<file path="src/rtl/prog_clock_divider.sv">
// -----------------------------------------------------------------------------
// prog_clock_divider
//   Runtime-programmable clock divider / tick generator. Produces a registered
//   output once per divisor period D, either as a single-cycle pulse (mode 0)
//   or as a near-50% square wave (mode 1, high for ceil(D/2) cycles).
//   Divisor and mode changes made while counting wait for the period boundary,
//   so the output never shows a runt or stretched period.
//
// Ports
//   clock        in   system clock, rising edge
//   reset        in   synchronous active-high reset
//   enable       in   1 = count, 0 = hold counter and force output low
//   div_value    in   requested divisor (values below 2 are clamped to 2)
//   mode_value   in   requested mode (0 = pulse, 1 = square)
//   div_load     in   single-cycle strobe capturing div_value/mode_value
//   clock_out    out  registered divided output
//   load_pending out  a captured request is waiting for the period boundary
//   cur_div      out  divisor currently in effect
//   count        out  current counter value
// -----------------------------------------------------------------------------
module prog_clock_divider #(
  parameter int WIDTH        = 16,
  parameter int DEFAULT_DIV  = 500,
  parameter int DEFAULT_MODE = 0
) (
  input  logic             clock,
  input  logic             reset,
  input  logic             enable,
  input  logic [WIDTH-1:0] div_value,
  input  logic             mode_value,
  input  logic             div_load,
  output logic             clock_out,
  output logic             load_pending,
  output logic [WIDTH-1:0] cur_div,
  output logic [WIDTH-1:0] count
);

  localparam logic [WIDTH-1:0] DEF_DIV  = WIDTH'(DEFAULT_DIV);
  localparam logic             DEF_MODE = 1'(DEFAULT_MODE);
  localparam logic [WIDTH-1:0] MIN_DIV  = WIDTH'(2);
  localparam logic [WIDTH-1:0] ONE      = WIDTH'(1);

  logic [WIDTH-1:0] q_q, q_d;
  logic [WIDTH-1:0] div_q, div_d;
  logic [WIDTH-1:0] pend_div_q, pend_div_d;
  logic             mode_q, mode_d;
  logic             pend_mode_q, pend_mode_d;
  logic             pending_q, pending_d;
  logic             out_q, out_d;

  logic [WIDTH-1:0] load_div;
  logic [WIDTH-1:0] half_div;
  logic             terminal;

  assign load_div = (div_value < MIN_DIV) ? MIN_DIV : div_value;
  assign terminal = enable && (q_q == div_q - ONE);
  // ceil(D/2) without needing an extra bit for D+1
  assign half_div = (div_q >> 1) + {{(WIDTH-1){1'b0}}, div_q[0]};

  always_comb begin
    q_d         = q_q;
    div_d       = div_q;
    mode_d      = mode_q;
    pend_div_d  = pend_div_q;
    pend_mode_d = pend_mode_q;
    pending_d   = pending_q;
    out_d       = 1'b0;

    if (!enable) begin
      // Idle: a load takes effect at once and restarts the period.
      if (div_load) begin
        div_d     = load_div;
        mode_d    = mode_value;
        q_d       = '0;
        pending_d = 1'b0;
      end
    end else begin
      // Output decision always uses the settings of the period in progress.
      out_d = mode_q ? (q_q < half_div) : terminal;

      if (terminal) begin
        q_d       = '0;
        pending_d = 1'b0;
        if (div_load) begin
          // A strobe in the terminal cycle beats any older pending request.
          div_d  = load_div;
          mode_d = mode_value;
        end else if (pending_q) begin
          div_d  = pend_div_q;
          mode_d = pend_mode_q;
        end
      end else begin
        q_d = q_q + ONE;
        if (div_load) begin
          pend_div_d  = load_div;
          pend_mode_d = mode_value;
          pending_d   = 1'b1;
        end
      end
    end
  end

  always_ff @(posedge clock) begin
    if (reset) begin
      q_q         <= '0;
      div_q       <= DEF_DIV;
      mode_q      <= DEF_MODE;
      pend_div_q  <= '0;
      pend_mode_q <= 1'b0;
      pending_q   <= 1'b0;
      out_q       <= 1'b0;
    end else begin
      q_q         <= q_d;
      div_q       <= div_d;
      mode_q      <= mode_d;
      pend_div_q  <= pend_div_d;
      pend_mode_q <= pend_mode_d;
      pending_q   <= pending_d;
      out_q       <= out_d;
    end
  end

  assign clock_out    = out_q;
  assign load_pending = pending_q;
  assign cur_div      = div_q;
  assign count        = q_q;

endmodule

</file>
<file path="config.mk">
export PLATFORM = sky130hd
export DESIGN_NAME = prog_clock_divider
export DESIGN_NICKNAME = d
export VERILOG_FILES = /design/src/rtl/prog_clock_divider.sv
export SDC_FILE = /design/constraint.sdc
export NUM_CORES = 1
export LEC_CHECK = 0
export ABC_AREA = 1
export CORE_MARGIN = 2
export CORE_UTILIZATION = 50
export CTS_CLUSTER_SIZE = 12
export DETAILED_ROUTE_END_ITERATION = 12
export PLACE_DENSITY_LB_ADDON = 0.25
export SYNTH_ARGS = -nofsm -noshare
export SYNTH_HDL_FRONTEND = slang
export SYNTH_SLANG_ARGS = --single-unit
</file>
<file path="constraint.sdc">
create_clock -name clock -period 2.73 [get_ports clock]
set_input_delay 0.4095 -clock clock [delete_from_list [all_inputs] [get_ports clock]]
set_output_delay 0.4095 -clock clock [all_outputs]
set_load 0.01 [all_outputs]
</file>
## Word-level counts from Yosys, hierarchy flattened

Cells that the tools add are included.

| word-level totals | value |
|---|---|
| register bits | 52 |
| word-level logic and storage cells | 43 |

| cells by class | value |
|---|---|
| $add $sub $neg | 3 |
| $lt $le $gt $ge | 2 |
| equality and inequality tests | 3 |
| multiplexer cells | 19 |
| bitwise gates (word level) | 2 |
| reduce and logical (&&, ||, !) cells | 7 |

Operators by type and width:

| cell | number |
|---|---|
| $mux W16 | 9 |
| $add A15 B1 Y16 | 1 |
| $add A16 B1 Y16 const B | 1 |
| $eq A16 B16 Y1 | 1 |
| $lt A16 B16 Y1 | 1 |
| $lt A16 B2 Y1 const B | 1 |
| $sub A16 B1 Y16 const B | 1 |
| $mux W1 | 10 |
| $reduce_and A3 Y1 | 2 |
| $reduce_bool A2 Y1 | 2 |
| $ne A3 B3 Y1 const B | 1 |
| $ne A2 B1 Y1 const B | 1 |
| $not A1 Y1 | 2 |
| $reduce_and A2 Y1 | 1 |
| $reduce_or A2 Y1 | 1 |
| $logic_and A1 B1 Y1 | 1 |

## Depth between registers and ports, before layout

| depth | value |
|---|---|
| word-level depth | 5 |
| depth in mapped cells | 18 |

## Least setup slack after synthesis

No wires, ideal clock.

| timing path | value |
|---|---|
| path type | flip-flop to flip-flop |
| from | register div_q[0] (netlist: cur_div[0]) |
| to | register out_q (netlist: clock_out) |
| setup time | 117 ps |
| data arrival time | 2530 ps |
| setup slack | 83 ps |
| stages on the path, launching flop included | 17 |
| path buffers | 0 |
| cell sequence | dfxtp_1 -> ha_1 -> ha_1 -> nand3_1 -> nor2_1 -> nand3_1 -> nor3_1 -> nand3_1 -> nor3_1 -> xor2_1 -> ha_1 -> nand2_1 -> nor2_1 -> nand2_1 -> o211a_1 -> nand3_1 -> a21oi_1 |

| on the way | value |
|---|---|
| word-level cells in the longest chain between the ends | 4 |
| elaborated cells on any way between the ends | 6 |

RTL lines:

| item | RTL line | source |
|---|---|---|
| start: declaration | 44 | `logic [WIDTH-1:0] div_q, div_d;` |
| start signal: assignment | 114 | `div_q <= div_d;` |
| parallel branches: the longest is 3 deep, another holds $add A15 B1 Y16 | n/a |  |
| $mux W1 (*) | 79 | `out_d = mode_q ? (q_q < half_div) : terminal;` |
| end signal: assignment | 119 | `out_q <= out_d;` |
| end: declaration | 49 | `logic out_q, out_d;` |

Mark *: on every way between the ends.
A chain may end at the register's enable or synchronous reset.

## Final worst setup path

| timing path | value |
|---|---|
| from | register div_q[1] (netlist: cur_div[1]) |
| to | register out_q (netlist: clock_out) |

The elaborated chain is that of the path after synthesis.

==> results_dict.tcl <==
set metrics [dict create \
    synth_fp_nets 639 \
    finalPower_mw 1.73 \
    cp-end-kind "flip-flop" \
    cts-root-buf "sky130_fd_sc_hd__clkbuf_8" \
    cts-htree-levels 2 \
    weighted_congestion_at_the_end_of_routability_driven_global_placement 0.949 \
    power.density_cell_area_nw_per_um2 357 \
    timing.fmax_mhz 392 \
    fin_nets 696 \
    vert_die_dim_um 92.8 \
    number_of_synthesized_flops_with_an_enable_pin 0 \
    ff2ff_path_depth 16 \
    post_synth_num_cell_types 33 \
    number_of_antenna_violations_at_the_first_check_in_global_routing 0 \
    insertedDiodeCount 0 \
    n_fill_cell 715 \
    grtUsageTotal 0.241 \
    syn_to_final_growth_pct 22.9 \
    overall_overflow_remaining_after_global_route 0 \
    critPathMaxFanout 2 \
    worst_ir_drop_vdd_mv 0.272 \
    design.die.area_um2 8610 \
    timing.final.max_slew_violations 0 \
    cts_tree "done" \
    drive_gt1_frac 0.128 \
    floorplan.core_area_um2 7690 \
    synth-main-ff-cell "sky130_fd_sc_hd__dfxtp_1" \
    critPathKind "flip-flop to flip-flop" \
    stdcell_count 759 \
    numPortBuffers 54 \
    register_area_share_after_synthesis 0.264 \
    detail_route.wirelength_mm 10.3 \
    post-synth-top-area-fraction 0.264 \
    number_of_cts_inserted_buffers 5 \
    worst_clock_skew_ns 0.0129 \
    detailroute.via_count 3947 \
    hold_path_class "flip-flop to flip-flop" \
    timing.max_slew.rel_slack 0.613 \
    crit_required_ns 2.98 \
    status "completed" \
    min_delay_worst_endpoint "pend_div_q[13]" \
    rr_startpoint "cur_div[1]" \
    grt_max_degree 35 \
    placed_cells_incl_taps 747 \
    clkSlewWorstSetupHoldPaths_ns 0.11 \
    die_w_um 92.8 \
    worstMarginPinSlew_ns 0.575 \
    synth_warn 0 \
    hold_depth 2 \
    drt_first_iter_violations 225 \
    fp-row-count 32 \
    synth.top_cells.by_area "sky130_fd_sc_hd__dfxtp_1 (26%), sky130_fd_sc_hd__nand2_1 (14%), sky130_fd_sc_hd__nor2_1 (7.0%), sky130_fd_sc_hd__ha_1 (6.0%), sky130_fd_sc_hd__inv_1 (5.9%)" \
    netlist.top_cell.by_area "sky130_fd_sc_hd__dfxtp_1" \
    first_pass_grt_wire_length_mm 16.8 \
    ant_nets 0 \
    finalCriticalPeriod_ns 2.55 \
    post-synth-top-count-cell "sky130_fd_sc_hd__nand2_1" \
    timing.hold.worst.start "pend_div_q[13]" \
    firstDrtPassIters 4 \
    synthTopCellsByCount "sky130_fd_sc_hd__nand2_1 (143), sky130_fd_sc_hd__nor2_1 (73), sky130_fd_sc_hd__inv_1 (62), sky130_fd_sc_hd__dfxtp_1 (52), sky130_fd_sc_hd__nand3_1 (39)" \
    ff2ff_setup_slack_ns 0.18 \
    layout.core_utilization 0.630 \
    starting_utilization_of_the_core_area 0.513 \
    hold_violations 0 \
    number_of_max_cap_violations 0 \
    first_global_vias 3590 \
    post-route-drc-count 0 \
    detail_route.vias_per_cell 5.20 \
    clock_sinks 52 \
    crit-reg2reg-capture "clock_out" \
    critical_path.startpoint_type "flip-flop" \
    mappedNetlistArea_um2 3940 \
    syn-instance-count 599 \
    i_o_pins 55 \
    wl_per_cell_um 13.6 \
    critPathArrivalTime_ns 2.80 \
    clk_path_buf_depth 2 \
    post_synth.cell_area_avg_um2 6.58 \
    setup_violations 0 \
    dp.final_hpwl_mm 7.70 \
    clock_insertion_delay_worst_skew_ns 0.32 \
    asyncSetResetFlopFracSynth 0 \
    power.static_leakage_nw 2.07 \
    cts_hold_buffers 0 \
    synth.ff_latch_count 52 \
    min_period_over_period 0.936 \
]
-- cells by family after synthesis --
logic type / share of synthesized area
flip-flops: 0.264
buffers and inverters: 0.103
XOR/XNOR: 0.0844
AND/OR/NAND/NOR: 0.381
AO/OA/AOI/OAI: 0.108
adder cells (fa/ha/maj): 0.0603
-- flip-flops by register name (all words and copies together), names as in the netlist --
register	count
clock_out	1
count	16
cur_div	16
load_pending	1
mode_q	1
pend_div_q	16
pend_mode_q	1
-- power by group --
group / switching, mW / internal [mW] / leakage, nW
clock: 0.289 / 0.189 / 0.0462
sequential: 0.0468 / 0.794 / 0.426
combinational: 0.233 / 0.179 / 1.60
-- area by class of cell --
cell class / count / area, um^2 / area share
multi-input cells: 455 / 2610 / 0.540
flip-flops and latches: 52 / 1040 / 0.215
repair buffers: 77 / 726 / 0.150
inverters: 65 / 244 / 0.0504
well taps: 102 / 128 / 0.0263
clock buffers: 6 / 72.6 / 0.0150
clock inverters: 2 / 17.5 / 0.00362
-- layout by cell type (no fill, tap or decap), types with 2 or more instances in the layout --
master and count:
sky130_fd_sc_hd__dfxtp_1 50, sky130_fd_sc_hd__nand3b_1 7, sky130_fd_sc_hd__nand2_1 143, sky130_fd_sc_hd__nor2_1 71, sky130_fd_sc_hd__inv_6 2, sky130_fd_sc_hd__ha_2 2
sky130_fd_sc_hd__xnor2_1 12, sky130_fd_sc_hd__nand3_4 2, sky130_fd_sc_hd__o211ai_1 3, sky130_fd_sc_hd__nor3_4 3, sky130_fd_sc_hd__nand2_2 11, sky130_fd_sc_hd__buf_4 22
sky130_fd_sc_hd__a21oi_1 23, sky130_fd_sc_hd__ha_1 16, sky130_fd_sc_hd__inv_2 3, sky130_fd_sc_hd__nand4_1 22, sky130_fd_sc_hd__nand3_1 35, sky130_fd_sc_hd__clkdlybuf4s50_1 54
sky130_fd_sc_hd__nor2_2 8, sky130_fd_sc_hd__dfxtp_2 2, sky130_fd_sc_hd__nor3_1 7, sky130_fd_sc_hd__nand2_4 2, sky130_fd_sc_hd__clkbuf_8 5, sky130_fd_sc_hd__nand3_2 3
sky130_fd_sc_hd__xor2_1 26, sky130_fd_sc_hd__inv_1 61, sky130_fd_sc_hd__a21oi_2 8, sky130_fd_sc_hd__nor2_4 5, sky130_fd_sc_hd__nor4_1 7, sky130_fd_sc_hd__o21a_1 11
sky130_fd_sc_hd__o21ai_0 20
-- critical path, cell delays in order (launching register included) --
cell                      delay, ns
sky130_fd_sc_hd__dfxtp_2       0.37
sky130_fd_sc_hd__ha_4          0.16
sky130_fd_sc_hd__ha_2          0.20
sky130_fd_sc_hd__nand3_2       0.12
sky130_fd_sc_hd__nor2_4        0.14
sky130_fd_sc_hd__nand3_2       0.12
sky130_fd_sc_hd__nor3_4        0.19
sky130_fd_sc_hd__nand3_2       0.11
sky130_fd_sc_hd__nor3_2        0.14
sky130_fd_sc_hd__xor2_1        0.17
sky130_fd_sc_hd__ha_1          0.25
sky130_fd_sc_hd__nand2_1       0.09
sky130_fd_sc_hd__nor2_2        0.04
sky130_fd_sc_hd__nand2_1       0.07
sky130_fd_sc_hd__o211a_1       0.14
sky130_fd_sc_hd__nand3_1       0.06
sky130_fd_sc_hd__a21oi_1       0.14
-- per-layer routing --
layer  up-vias  wire, um  GRT usage
li1       2048         -          -
met1      1778      4660      0.307
met2       107      4990      0.428
met3        14       488     0.0301
met4         0       174     0.0600
met5         -         0          0
-- worst max-delay path by stage --
| stage | startpoint | endpoint | slack [ns] | cells past startpoint |
|---|---|---|---|---|
| floorplan | cur_div[0] | clock_out | 0.08 | 16 |
| global placement | cur_div[0] | clock_out | 0.05 | 16 |
| detailed placement | cur_div[0] | clock_out | -0.08 | 16 |
| CTS | cur_div[0] | clock_out | 0.007 | 16 |
| global route | cur_div[1] | clock_out | -0.02 | 16 |
| finish | cur_div[1] | clock_out | 0.18 | 16 |
-- metrics by stage --
stage / setup slack (ns) / setup TNS, ns / hold WS [ns] / area (um^2)
after floorplan: 0.0831 / 0 / 0.439 / 3940
after global placement: 0.0538 / 0 / 0.450 / 4600
after detailed placement: -0.0818 / -0.0818 / 0.454 / 4600
after CTS: 0.00710 / 0 / 0.471 / 4710
after global routing: -0.0194 / -0.0194 / 0.493 / 4840
final: 0.176 / 0 / 0.471 / 4840
-- what timing repair did --
item                                    4_1_cts  5_1_grt
endpoints found under the setup margin        1       31
pin swaps                                     2       11
resized for setup                             3       24
buffers inserted                              1        3
hold endpoints to repair                      0        0
Power figures use the tool's default switching activity.
